[src/rtl/alu_pkg.sv]
// Shared definitions for the ALU request arbiter: op-codes, flag bit positions
// and the arbiter FSM state encoding.
package alu_pkg;

    localparam logic [2:0] ALU_ADD  = 3'b000;
    localparam logic [2:0] ALU_SUB  = 3'b001;
    localparam logic [2:0] ALU_AND  = 3'b010;
    localparam logic [2:0] ALU_OR   = 3'b011;
    localparam logic [2:0] ALU_XOR  = 3'b100;
    localparam logic [2:0] ALU_SEXT = 3'b101;

    // Any op-code at or above this value is rejected as illegal.
    localparam logic [2:0] ALU_OP_ILLEGAL = 3'b110;

    localparam int FLAG_N = 3;
    localparam int FLAG_Z = 2;
    localparam int FLAG_C = 1;
    localparam int FLAG_V = 0;

    localparam logic [3:0] ILLEGAL_FLAGS = 4'b1 << FLAG_Z;

    typedef enum logic [1:0] {
        IDLE = 2'd0,
        EXEC = 2'd1,
        RESP = 2'd2
    } arb_state_e;

endpackage

[src/rtl/rr_arb2.sv]
// Two-input round-robin grant: combinational grant from a registered priority
// pointer that moves away from the last-served requester when updated.
module rr_arb2 (
    input  logic       clk,
    input  logic       rst,
    input  logic [1:0] req_i,
    input  logic       upd_en_i,
    input  logic       served_id_i,
    output logic [1:0] gnt_o
);

    logic ptr_q;
    logic ptr_d;

    // NOTE: combinational blocks assign every output a default first so no
    // path through the case can leave a value unassigned and infer a latch.
    always_comb begin
        gnt_o = 2'b00;
        case (req_i)
            2'b01:   gnt_o = 2'b01;
            2'b10:   gnt_o = 2'b10;
            2'b11:   gnt_o = ptr_q ? 2'b10 : 2'b01;
            default: gnt_o = 2'b00;
        endcase
    end

    assign ptr_d = upd_en_i ? ~served_id_i : ptr_q;

    // NOTE: state registers use non-blocking assignments so every flop samples
    // the pre-edge values regardless of process evaluation order.
    always_ff @(posedge clk or negedge rst) begin
        if (!rst) begin
            ptr_q <= 1'b0;
        end else begin
            ptr_q <= ptr_d;
        end
    end

endmodule

[src/rtl/alu_req_arbiter.sv]
// Shares one integer ALU between two requesters: round-robin accept, registered
// ALU operands, programmable result latency, tagged valid/ready response.
module alu_req_arbiter
    import alu_pkg::*;
#(
    parameter int DATA_W  = 32,
    parameter int OP_W    = 3,
    parameter int ALU_LAT = 1
) (
    input  logic              clk,
    input  logic              rst,

    input  logic              req0_valid,
    output logic              req0_ready,
    input  logic [DATA_W-1:0] req0_a,
    input  logic [DATA_W-1:0] req0_b,
    input  logic [OP_W-1:0]   req0_op,

    input  logic              req1_valid,
    output logic              req1_ready,
    input  logic [DATA_W-1:0] req1_a,
    input  logic [DATA_W-1:0] req1_b,
    input  logic [OP_W-1:0]   req1_op,

    output logic [DATA_W-1:0] alu_a,
    output logic [DATA_W-1:0] alu_b,
    output logic [OP_W-1:0]   alu_ctrl,
    input  logic [DATA_W-1:0] alu_result,
    input  logic [3:0]        alu_flags,

    output logic              rsp_valid,
    input  logic              rsp_ready,
    output logic              rsp_id,
    output logic [DATA_W-1:0] rsp_result,
    output logic [3:0]        rsp_flags,
    output logic              rsp_err,
    output logic              busy
);

    localparam int              CNT_W    = 4;
    localparam logic [CNT_W-1:0] CNT_LOAD = CNT_W'(ALU_LAT - 1);

    arb_state_e        state_q,      state_d;
    logic [CNT_W-1:0]  cnt_q,        cnt_d;
    logic [DATA_W-1:0] alu_a_q,      alu_a_d;
    logic [DATA_W-1:0] alu_b_q,      alu_b_d;
    logic [OP_W-1:0]   alu_ctrl_q,   alu_ctrl_d;
    logic              rsp_valid_q,  rsp_valid_d;
    logic              rsp_id_q,     rsp_id_d;
    logic [DATA_W-1:0] rsp_result_q, rsp_result_d;
    logic [3:0]        rsp_flags_q,  rsp_flags_d;
    logic              rsp_err_q,    rsp_err_d;

    logic              idle;
    logic [1:0]        gnt;
    logic              accept;
    logic              acc_id;
    logic [DATA_W-1:0] acc_a;
    logic [DATA_W-1:0] acc_b;
    logic [OP_W-1:0]   acc_op;
    logic              rsp_hs;

    assign idle   = (state_q == IDLE);
    assign rsp_hs = (state_q == RESP) && rsp_ready;

    // The pointer only moves on a completed response, so an operation killed
    // by reset never costs its requester a turn.
    rr_arb2 u_rr_arb2 (
        .clk         (clk),
        .rst         (rst),
        .req_i       ({req1_valid, req0_valid}),
        .upd_en_i    (rsp_hs),
        .served_id_i (rsp_id_q),
        .gnt_o       (gnt)
    );

    assign req0_ready = idle && gnt[0];
    assign req1_ready = idle && gnt[1];
    assign accept     = req0_ready || req1_ready;
    assign acc_id     = gnt[1];
    assign acc_a      = acc_id ? req1_a  : req0_a;
    assign acc_b      = acc_id ? req1_b  : req0_b;
    assign acc_op     = acc_id ? req1_op : req0_op;

    always_comb begin
        state_d      = state_q;
        cnt_d        = cnt_q;
        alu_a_d      = alu_a_q;
        alu_b_d      = alu_b_q;
        alu_ctrl_d   = alu_ctrl_q;
        rsp_valid_d  = rsp_valid_q;
        rsp_id_d     = rsp_id_q;
        rsp_result_d = rsp_result_q;
        rsp_flags_d  = rsp_flags_q;
        rsp_err_d    = rsp_err_q;

        case (state_q)
            IDLE: begin
                if (accept) begin
                    alu_a_d    = acc_a;
                    alu_b_d    = acc_b;
                    alu_ctrl_d = acc_op;
                    rsp_id_d   = acc_id;
                    rsp_err_d  = (acc_op >= OP_W'(ALU_OP_ILLEGAL));
                    cnt_d      = CNT_LOAD;
                    state_d    = EXEC;
                end
            end
            EXEC: begin
                if (cnt_q == '0) begin
                    // Illegal ops still drive the ALU; its answer is discarded.
                    rsp_result_d = rsp_err_q ? '0 : alu_result;
                    rsp_flags_d  = rsp_err_q ? ILLEGAL_FLAGS : alu_flags;
                    rsp_valid_d  = 1'b1;
                    state_d      = RESP;
                end else begin
                    cnt_d = cnt_q - 1'b1;
                end
            end
            RESP: begin
                if (rsp_ready) begin
                    rsp_valid_d = 1'b0;
                    state_d     = IDLE;
                end
            end
            default: begin
                state_d = IDLE;
            end
        endcase
    end

    always_ff @(posedge clk or negedge rst) begin
        if (!rst) begin
            state_q      <= IDLE;
            cnt_q        <= '0;
            alu_a_q      <= '0;
            alu_b_q      <= '0;
            alu_ctrl_q   <= '0;
            rsp_valid_q  <= 1'b0;
            rsp_id_q     <= 1'b0;
            rsp_result_q <= '0;
            rsp_flags_q  <= '0;
            rsp_err_q    <= 1'b0;
        end else begin
            state_q      <= state_d;
            cnt_q        <= cnt_d;
            alu_a_q      <= alu_a_d;
            alu_b_q      <= alu_b_d;
            alu_ctrl_q   <= alu_ctrl_d;
            rsp_valid_q  <= rsp_valid_d;
            rsp_id_q     <= rsp_id_d;
            rsp_result_q <= rsp_result_d;
            rsp_flags_q  <= rsp_flags_d;
            rsp_err_q    <= rsp_err_d;
        end
    end

    assign alu_a      = alu_a_q;
    assign alu_b      = alu_b_q;
    assign alu_ctrl   = alu_ctrl_q;
    assign rsp_valid  = rsp_valid_q;
    assign rsp_id     = rsp_id_q;
    assign rsp_result = rsp_result_q;
    assign rsp_flags  = rsp_flags_q;
    assign rsp_err    = rsp_err_q;
    assign busy       = !idle;

endmodule
[config.mk]
export PLATFORM = sky130hd
export DESIGN_NAME = alu_req_arbiter
export DESIGN_NICKNAME = d
export VERILOG_FILES = /design/src/rtl/alu_pkg.sv /design/src/rtl/rr_arb2.sv /design/src/rtl/alu_req_arbiter.sv
export SDC_FILE = /design/constraint.sdc
export NUM_CORES = 1
export LEC_CHECK = 0
export CORE_UTILIZATION = 42
export CTS_CLUSTER_DIAMETER = 200
export DETAILED_ROUTE_END_ITERATION = 6
export DONT_BUFFER_PORTS = 1
export HOLD_SLACK_MARGIN = 0.08
export PLACE_DENSITY = 0.57
export SLEW_MARGIN = 10
export SYNTH_ARGS = -nofsm -noshare
export SYNTH_HDL_FRONTEND = slang
export SYNTH_SLANG_ARGS = --single-unit
[constraint.sdc]
create_clock -name clk -period 1.4 [get_ports clk]
set_input_delay 0.28 -clock clk [delete_from_list [all_inputs] [get_ports clk]]
set_output_delay 0.28 -clock clk [all_outputs]
set_load 0.01 [all_outputs]
==> impl_summary.log, run 1 <==
INFO  metric synth_top_family_by_area = compound AO/OA/AOI/OAI gates
INFO  metric clock_tree.buffer_depth = 2
INFO  metric synth_simple_gate_area_share = 15.6%
INFO  metric estimated_wirelength_of_the_detail_placed_design = 10.4 mm
INFO  metric tritoncts_num_sinks = 113
INFO  metric synthFlopType = sky130_fd_sc_hd__dfrtp_1
INFO  metric synth_cell_type_count = 34
INFO  metric gp_congestion = 0.780
INFO  metric placement.cell_area = 5850 µm²
INFO  metric cts.repair.resized = 38
INFO  metric muxShareOfSynthArea = 0.546%
INFO  metric worst_case_setup_slack_after_placement = -0.244 ns
INFO  metric yosysSeqAreaShare = 49.4%
INFO  metric tritoncts.num_buffers = 17
INFO  metric placement.io_buffers = 0
INFO  metric synth_cells = 601
INFO  metric htree_levels = 4
INFO  metric die_height = 119 µm
INFO  metric synth-xor-area-share = 0%
INFO  metric cts_setup_buffers = 1
INFO  metric core.rowCount = 42
INFO  metric cts.hold.buffers_added = 154
INFO  metric synth_compound_area_share = 27.7%
INFO  metric cts-root-buf = sky130_fd_sc_hd__clkbuf_16
INFO  metric synth_fp_nets = 778
INFO  metric synth_seq_cells = 113
INFO  metric synth_area_in_adders = 0.437%
INFO  metric postSynthAreaPerCell = 9.53 µm²
INFO  metric async_flop_share = 100%
INFO  metric synth-warning-count = 0
INFO  metric error = [ERROR RSZ-0060] Max buffer count reached.
INFO  metric outcome = stopped before the end
INFO  metric initial_core_util = 43.2%
INFO  metric ios = 284
INFO  metric number_of_flops_mapped_to_enable_cells_by_yosys = 0
INFO  metric syn_area = 5730 µm²
INFO  metric floorplan.die.width = 119 µm
INFO  metric failing_step = clock tree synthesis (4_1_cts)
## synthesized netlist by cell type, types with 3 or more instances
cell                         n  share of area, %
sky130_fd_sc_hd__buf_4       3              0.39
sky130_fd_sc_hd__o21ai_1    55               4.8
sky130_fd_sc_hd__dfrtp_1   113                49
sky130_fd_sc_hd__nand3b_1   68               8.9
sky130_fd_sc_hd__nand2_1     5              0.33
sky130_fd_sc_hd__clkbuf_1   39               2.6
sky130_fd_sc_hd__nor2_1      3              0.20
sky130_fd_sc_hd__a31oi_1    68               7.4
sky130_fd_sc_hd__nand2b_1   37               4.0
sky130_fd_sc_hd__a21oi_2    20               3.1
sky130_fd_sc_hd__nand3_1     3              0.26
sky130_fd_sc_hd__o21ai_0    89               7.8
sky130_fd_sc_hd__a21oi_1    49               4.3
sky130_fd_sc_hd__buf_2      18               1.6
sky130_fd_sc_hd__buf_6       7               1.4
## through the flow
| stage | setup TNS (ns) | util (%) | instances | hold WS [ns] |
|---|---|---|---|---|
| global placement | -5.44 | 44.2 | 730 | -0.0129 |
| detailed placement | -7.88 | 44.2 | 730 | -0.0132 |
| floorplan | -2.48 | - | 601 | -0.0156 |
## cell families after synthesis
| logic type | after synthesis |
|---|---|
| DFF | 113 |
| buffers and inverters | 72 |
| muxes | 3 |
| and+or+nand+nor | 128 |
| adders and majority gates | 2 |
| AOI/OAI and AO/OA | 283 |
==> inputs of run 2 (changes only) <==
--- a/config.mk
+++ b/config.mk
@@ -5,12 +5,10 @@
 export SDC_FILE = /design/constraint.sdc
 export NUM_CORES = 1
 export LEC_CHECK = 0
-export CORE_UTILIZATION = 42
-export CTS_CLUSTER_DIAMETER = 200
+export CORE_UTILIZATION = 27
 export DETAILED_ROUTE_END_ITERATION = 6
 export DONT_BUFFER_PORTS = 1
-export HOLD_SLACK_MARGIN = 0.08
-export PLACE_DENSITY = 0.57
+export PLACE_DENSITY_LB_ADDON = 0.15
 export SLEW_MARGIN = 10
 export SYNTH_ARGS = -nofsm -noshare
 export SYNTH_HDL_FRONTEND = slang
==> constraint.sdc (replaced) <==
create_clock -name clk -period 1.82 [get_ports clk]
set_input_delay 0.364 -clock clk [delete_from_list [all_inputs] [get_ports clk]]
set_output_delay 0.364 -clock clk [all_outputs]
set_load 0.01 [all_outputs]
==> run 2 against run 1 <==
  * The flow now finishes, with violations (negative hold slack)
  * Synthesized cell count did not move
  * Area after synthesis did not move
==> impl_summary.log, run 2 <==
INFO  metric post-route-worst-setup-slack = 0.0704 ns
INFO  metric outcome = complete, but fails checks
INFO  metric powerDensity = 1870 nW/µm²
INFO  metric number_of_flops_mapped_to_enable_cells_by_yosys = 0
INFO  metric layout.cells.non_filler = 858
INFO  metric violations = negative hold slack
INFO  metric n_antenna_cell = 0
INFO  metric slowest_stage_cell_crit_path = sky130_fd_sc_hd__dfrtp_2
INFO  metric synth-warning-count = 0
INFO  metric min_period = 1.75 ns
INFO  metric post_route_cells_drive_above_1_share = 14.8%
INFO  metric fillerInstances = 2118
INFO  metric synth_area_in_adders = 0.437%
INFO  metric async_flop_share = 100%
INFO  metric design.core.area = 20500 µm²
INFO  metric synth_fp_nets = 778
INFO  metric worst_case_setup_slack_after_placement = 0.139 ns
INFO  metric worstPathCellList = nor2_4 -> buf_4 -> and3_4
INFO  metric antenna_violating_nets_post_route = 0
INFO  metric antenna_found_initial = 0
INFO  metric routed_wire_length_per_instance = 20.9 µm
INFO  metric drt-vias-per-instance = 5.51
INFO  metric die_height = 148 µm
INFO  metric totalPowerFinal = 12.3 mW
INFO  metric rsz0062_at_grt = false
INFO  metric timing.critical_path.required = 1.46 ns
INFO  metric gp_congestion = 0.770
INFO  metric htree_levels = 4
INFO  metric critical_path.endpoint_type = output port
INFO  metric synth_simple_gate_area_share = 15.6%
INFO  metric synth_top_area_share = 49.4%
INFO  metric grt_first_pass_wirelength = 27.5 mm
INFO  metric worstHoldPathType = in -> async
INFO  metric die_area = 21800 µm²
INFO  metric crit_path_max_fanout = 4
INFO  metric report.final.setup_viol = 0
INFO  metric timing_worst_setup_path_type = reg -> out
INFO  metric via_total_after_detailed_routing = 4728
INFO  metric clock_tree.buffer_depth = 2
INFO  metric report.final.hold_viol_count = 113
INFO  metric floorplan.die.width = 148 µm
INFO  metric worst_clk_skew = 0.00622 ns
INFO  metric synth_cell_type_count = 34
INFO  metric muxShareOfSynthArea = 0.546%
INFO  metric area_growth_syn_to_layout = 14.7%
INFO  metric slew-limit-headroom = 61.0%
INFO  metric yosysMostFrequentCell = sky130_fd_sc_hd__dfrtp_1
INFO  metric estimated_wirelength_of_the_detail_placed_design = 11.2 mm
INFO  metric fin_hold_ws = -0.347 ns
INFO  metric track_usage = 16.5%
INFO  metric ios = 284
INFO  metric grt_start_max_net_pins = 114
INFO  metric initial_core_util = 27.9%
INFO  metric synth_compound_area_share = 27.7%
INFO  metric globalRoute.totalOverflow = 0
INFO  metric worst-slew-pin-transition = 0.584 ns
INFO  metric finalInstanceArea = 6570 µm²
INFO  metric clkTransAtPathRegs = 0.05 ns
INFO  metric timing.critical_path.slowest_cell_delay = 0.43 ns
INFO  metric most_frequent_cells_after_synthesis = 113 x sky130_fd_sc_hd__dfrtp_1, 89 x sky130_fd_sc_hd__o21ai_0, 68 x sky130_fd_sc_hd__a31oi_1, 68 x sky130_fd_sc_hd__nand3b_1, 55 x sky130_fd_sc_hd__o21ai_1
INFO  metric setup.worst_path.start_class = flip-flop
INFO  metric vdd.ir_drop.worst = 586 µV
INFO  metric utilization = 32.0%
INFO  metric yosys-top-cells-area = sky130_fd_sc_hd__dfrtp_1 49%, sky130_fd_sc_hd__nand3b_1 8.9%, sky130_fd_sc_hd__o21ai_0 7.8%
INFO  metric placement.cell_area = 5890 µm²
INFO  metric clock_tree_from_tritoncts = built
INFO  metric postSynthAreaPerCell = 9.53 µm²
INFO  metric static-leakage-power = 2.43 nW
INFO  metric drt_first_pass_iters = 4
INFO  metric tritoncts.num_buffers = 17
INFO  metric fin_setup_tns = 0 ns
INFO  metric fmax = 0.572 GHz
INFO  metric synthFlopType = sky130_fd_sc_hd__dfrtp_1
INFO  metric slew_viol_final = 0
INFO  metric core.rowCount = 52
INFO  metric synth_top_family_by_area = compound AO/OA/AOI/OAI gates
INFO  metric grt_pass1_vias = 4875
INFO  metric synth_seq_cells = 113
INFO  metric synth-xor-area-share = 0%
INFO  metric worstPathArrival = 1.39 ns
INFO  metric yosysSeqAreaShare = 49.4%
INFO  metric drt_iter0_drc = 231
INFO  metric routed_wl = 18.0 mm
INFO  metric finish.net_count = 752
INFO  metric tritoncts_num_sinks = 113
INFO  metric placed_cells_incl_taps = 818
INFO  metric post_synth_top_area_cell = sky130_fd_sc_hd__dfrtp_1
INFO  metric cts-root-buf = sky130_fd_sc_hd__clkbuf_16
INFO  metric drv.max_cap_violation_count = 0
INFO  metric post-route-drc-count = 0
INFO  metric mostFrequentLayoutCell = sky130_fd_sc_hd__dfrtp_1
INFO  metric layout_common_cells = 111 x sky130_fd_sc_hd__dfrtp_1, 89 x sky130_fd_sc_hd__o21ai_0, 68 x sky130_fd_sc_hd__nand3b_1, 68 x sky130_fd_sc_hd__a31oi_1, 55 x sky130_fd_sc_hd__o21ai_1
INFO  metric clock_latency = 0.41 ns
INFO  metric synth_cells = 601
INFO  metric syn_area = 5730 µm²
INFO  metric timing.final.crit_share = 96.1%
INFO  metric placement.io_buffers = 0
==> run 2: cell counts after synthesis <==
Identical to the previous run, type by type.
==> run 2: area by class of cell <==
cell class	instances	area (µm²)	share of cell area [%]
clock buffer	20	447	6.80
sequential	113	2830	43.1
tap	270	338	5.14
inverter	4	20.0	0.305
multi-input combinational	416	2550	38.8
clock inverter	12	92.6	1.41
timing repair buffer	23	289	4.40
==> run 2: worst max-delay path: cells and delay by family (launching register included) <==
family	cells	cell delay, ns
flops	1	0.43
simple gates	2	0.40
buf+inv	1	0.15
==> run 2: final timing paths <==
path | startpoint | cells after the start | to | slack, ns
worst max-delay path | state_q[0]$_DFFE_PN0P_ | 3 | req0_ready | 0.07
worst min-delay path | rst | 0 | rsp_result[25]$_DFFE_PN0P_ | -0.35
worst max register to register | cnt_q[0]$_DFFE_PN0P_ | 5 | rsp_result[12]$_DFFE_PN0P_ | 0.12
worst min register to register | cnt_q[1]$_DFFE_PN0P_ | 1 | cnt_q[1]$_DFFE_PN0P_ | 0.54
max in group asynchronous | rst | 0 | alu_b[6]$_DFFE_PN0P_ | 1.92
min in group clk | rsp_ready | 1 | state_q[1]$_DFFE_PN0P_ | 0.04
==> run 2: per-layer routing <==
| metal | GRT usage [%] | routed length (µm) | up-vias |
|---|---|---|---|
| met3 | 6.51 | 1830 | 19 |
| met1 | 19.0 | 7080 | 2326 |
| li1 | - | - | 2139 |
| met4 | 6.60 | 267 | 0 |
| met5 | 0 | 0 | - |
| met2 | 27.2 | 8780 | 244 |
==> run 2: cell families after synthesis <==
kind of cell | Yosys count
buffers and inverters | 72
adders and majority gates | 2
and+or+nand+nor | 128
AOI/OAI and AO/OA | 283
muxes | 3
DFF | 113
==> run 2: what timing repair did <==
action	4_1_cts	5_1_grt
gates resized for setup	2	6
endpoints found under the setup margin	1	2
buffers inserted	4	2
hold endpoints to repair	113	113
pin swaps	1	2
cloned	2	0
==> run 2: power breakdown <==
part / internal, mW / total [mW] / switching (mW)
logic: 1.72 / 4.04 / 2.32
clock network: 1.89 / 3.10 / 1.21
registers: 3.68 / 5.17 / 1.49
No activity file was read; power rests on OpenSTA's default activity.
==> inputs of run 3 (changes only) <==
--- a/config.mk
+++ b/config.mk
@@ -9,6 +9,7 @@
 export DETAILED_ROUTE_END_ITERATION = 6
 export DONT_BUFFER_PORTS = 1
 export PLACE_DENSITY_LB_ADDON = 0.15
+export REMOVE_ABC_BUFFERS = 1
 export SLEW_MARGIN = 10
 export SYNTH_ARGS = -nofsm -noshare
 export SYNTH_HDL_FRONTEND = slang
==> run 3 against run 2 <==
  * The run still ends with negative hold slack left
  * Worst hold slack about the same
  * Non-clock buffer count down 9
  * Via count down 2.2%
  * Combinational power down 5.7%
  * Flip-flop and latch count unchanged
  * Fmax down 1.1%
  * Sequential power about the same
  * First-iteration DRC count down 8.2%
  * Design area down 1.3%
  * Critical path type unchanged
  * Highest routed layer unchanged
==> impl_summary.log, run 3 (synthesized netlist as in run 2, its figures left out) <==
INFO  metric powerDensity = 1910 nW/µm²
INFO  metric post-route-drc-count = 0
INFO  metric pwr-share-seq = 41.8%
INFO  metric clock_tree.buffer_depth = 2
INFO  metric setup.worst_path.start_class = flip-flop
INFO  metric track_usage = 15.6%
INFO  metric min_period = 1.77 ns
INFO  metric dr_wl_met3 = 1.96 mm
INFO  metric tritoncts.num_buffers = 17
INFO  metric p_sw = 4.98 mW
INFO  metric report.final.setup_viol = 0
INFO  metric antenna_found_initial = 0
INFO  metric vdd.ir_drop.worst = 593 µV
INFO  metric wl_met1 = 7.11 mm
INFO  metric grt_pass1_vias = 4581
INFO  metric core.rowCount = 52
INFO  metric timing.critical_path.slowest_cell_delay = 0.44 ns
INFO  metric ios = 284
INFO  metric grt_first_pass_wirelength = 26.0 mm
INFO  metric timing.critical_path.required = 1.46 ns
INFO  metric globalRoute.totalOverflow = 0
INFO  metric slew-limit-headroom = 70.9%
INFO  metric power.share.switching = 40.2%
INFO  metric layout.cells.non_filler = 850
INFO  metric power.internal = 7.40 mW
INFO  metric die_area = 21800 µm²
INFO  metric drv.max_cap_violation_count = 0
INFO  metric fmax = 0.566 GHz
INFO  metric outcome = complete, but fails checks
INFO  metric report.final.hold_viol_count = 113
INFO  metric fin_hold_ws = -0.347 ns
INFO  metric via_total_after_detailed_routing = 4625
INFO  metric routed_wire_length_per_instance = 20.5 µm
INFO  metric mostFrequentLayoutCell = sky130_fd_sc_hd__dfrtp_1
INFO  metric finalInstanceArea = 6480 µm²
INFO  metric finish.net_count = 744
INFO  metric timing.final.crit_share = 97.2%
INFO  metric topRoutingLayerUsed = met4
INFO  metric gp_congestion = 0.772
INFO  metric worstPathCellList = nor2_4 -> buf_4 -> and3_1
INFO  metric htree_levels = 4
INFO  metric layout_common_cells = 112 x sky130_fd_sc_hd__dfrtp_1, 89 x sky130_fd_sc_hd__o21ai_0, 68 x sky130_fd_sc_hd__nand3b_1, 68 x sky130_fd_sc_hd__a31oi_1, 55 x sky130_fd_sc_hd__o21ai_1
INFO  metric violations = negative hold slack
INFO  metric clock_tree_from_tritoncts = built
INFO  metric clkTransAtPathRegs = 0.05 ns
INFO  metric worstPathArrival = 1.40 ns
INFO  metric critical_path.endpoint_type = output port
INFO  metric cts-root-buf = sky130_fd_sc_hd__clkbuf_16
INFO  metric die_height = 148 µm
INFO  metric drt_iter0_drc = 212
INFO  metric ff_latch_area = 2830 µm²
INFO  metric power_frac_clock = 27.4%
INFO  metric multi_input_comb_area = 2560 µm²
INFO  metric n_antenna_cell = 0
INFO  metric placed_cells_incl_taps = 816
INFO  metric met2_length = 8.19 mm
INFO  metric drt-vias-per-instance = 5.44
INFO  metric antenna_violating_nets_post_route = 0
INFO  metric estimated_wirelength_of_the_detail_placed_design = 11.2 mm
INFO  metric rsz0062_at_grt = true
INFO  metric floorplan.die.width = 148 µm
INFO  metric post_route_cells_drive_above_1_share = 13.1%
INFO  metric routed_wl = 17.5 mm
INFO  metric category_of_cells_accounting_for_the_largest_share_of_critical_path_delay = flip-flops
INFO  metric worstHoldPathType = in -> async
INFO  metric drt_first_pass_iters = 5
INFO  metric fillerInstances = 2124
INFO  metric area_growth_syn_to_layout = 13.3%
INFO  metric worst_clk_skew = 0.0105 ns
INFO  metric static-leakage-power = 2.38 nW
INFO  metric tritoncts_num_sinks = 113
INFO  metric slowest_stage_cell_crit_path = sky130_fd_sc_hd__dfrtp_2
INFO  metric worst-slew-pin-transition = 0.436 ns
INFO  metric worstPathBufferInverterCount = 1
INFO  metric clock_latency = 0.41 ns
INFO  metric initial_core_util = 27.9%
INFO  metric placement.io_buffers = 0
INFO  metric grt_start_max_net_pins = 130
INFO  metric timing_worst_setup_path_type = reg -> out
INFO  metric slew_viol_final = 0
INFO  metric placement.cell_area = 5870 µm²
INFO  metric power_frac_comb = 30.8%
INFO  metric design.core.area = 20500 µm²
INFO  metric crit_path_max_fanout = 5
## run 3: stage by stage
| stage | utilization (%) | TNS (ns) | worst slack [ns] | hold slack, ns | total power [mW] |
|---|---|---|---|---|---|
| 6_report | 31.6 | 0 | 0.0519 | -0.347 | 12.4 |
| 3_3_place_gp | 28.6 | 0 | 0.200 | 0.0711 | 8.91 |
| 2_1_floorplan | - | -59.64 | -0.848 | 0.0684 | 7.57 |
| 3_5_place_dp | 28.6 | 0 | 0.109 | 0.0708 | 9.01 |
| 4_1_cts | 31.6 | 0 | 0.00184 | -0.377 | 12.5 |
| 5_1_grt | 31.6 | -0.00258 | -0.00167 | -0.380 | 13.2 |
## run 3: final cells by class
| cell class | count | share of cell area, % |
|---|---|---|
| clock buffers | 21 | 6.95 |
| clock inverters | 11 | 2.12 |
| inverters | 4 | 0.270 |
| multi-input cells | 417 | 39.4 |
| flip-flops and latches | 113 | 43.6 |
| well taps | 270 | 5.21 |
| repair buffers | 14 | 2.39 |
## run 3: power groups by stage
stage	combinational (mW)	clock, mW	sequential, mW
final	3.81	3.39	5.18
after floorplan	2.69	0	4.88
after global placement	3.66	0	5.25
after global routing	4.29	3.62	5.34
after CTS	3.80	3.49	5.20
after detailed placement	3.79	0	5.22
## run 3: what timing repair did
action	CTS	global route
setup buffers	1	0
endpoints found under the hold margin	113	113
endpoints found under the setup margin	1	15
cloned	0	1
resized for setup	1	3
pin swaps	1	0
## run 3: path summary, 6_finish.rpt
| check | from | endpoint | slack (ns) | cells after the start |
|---|---|---|---|---|
| worst max register to register | cnt_q[0]$_DFFE_PN0P_ | rsp_result[8]$_DFFE_PN0P_ | 0.14 | 5 |
| worst max-delay path | state_q[1]$_DFFE_PN0P_ | req0_ready | 0.05 | 3 |
| min in group clk | rsp_ready | state_q[1]$_DFFE_PN0P_ | 0.06 | 1 |
| worst min register to register | cnt_q[1]$_DFFE_PN0P_ | cnt_q[1]$_DFFE_PN0P_ | 0.51 | 1 |
| max in group asynchronous | rst | alu_b[7]$_DFFE_PN0P_ | 1.89 | 0 |
| worst min-delay path | rst | rsp_flags[2]$_DFFE_PN0P_ | -0.35 | 0 |
## run 3: routing by layer
layer / GRT usage [%] / vias to the layer above
li1: - / 2128
met3: 6.82 / 17
met1: 18.2 / 2231
met4: 6.13 / 0
met2: 25.1 / 249
met5: 0 / -
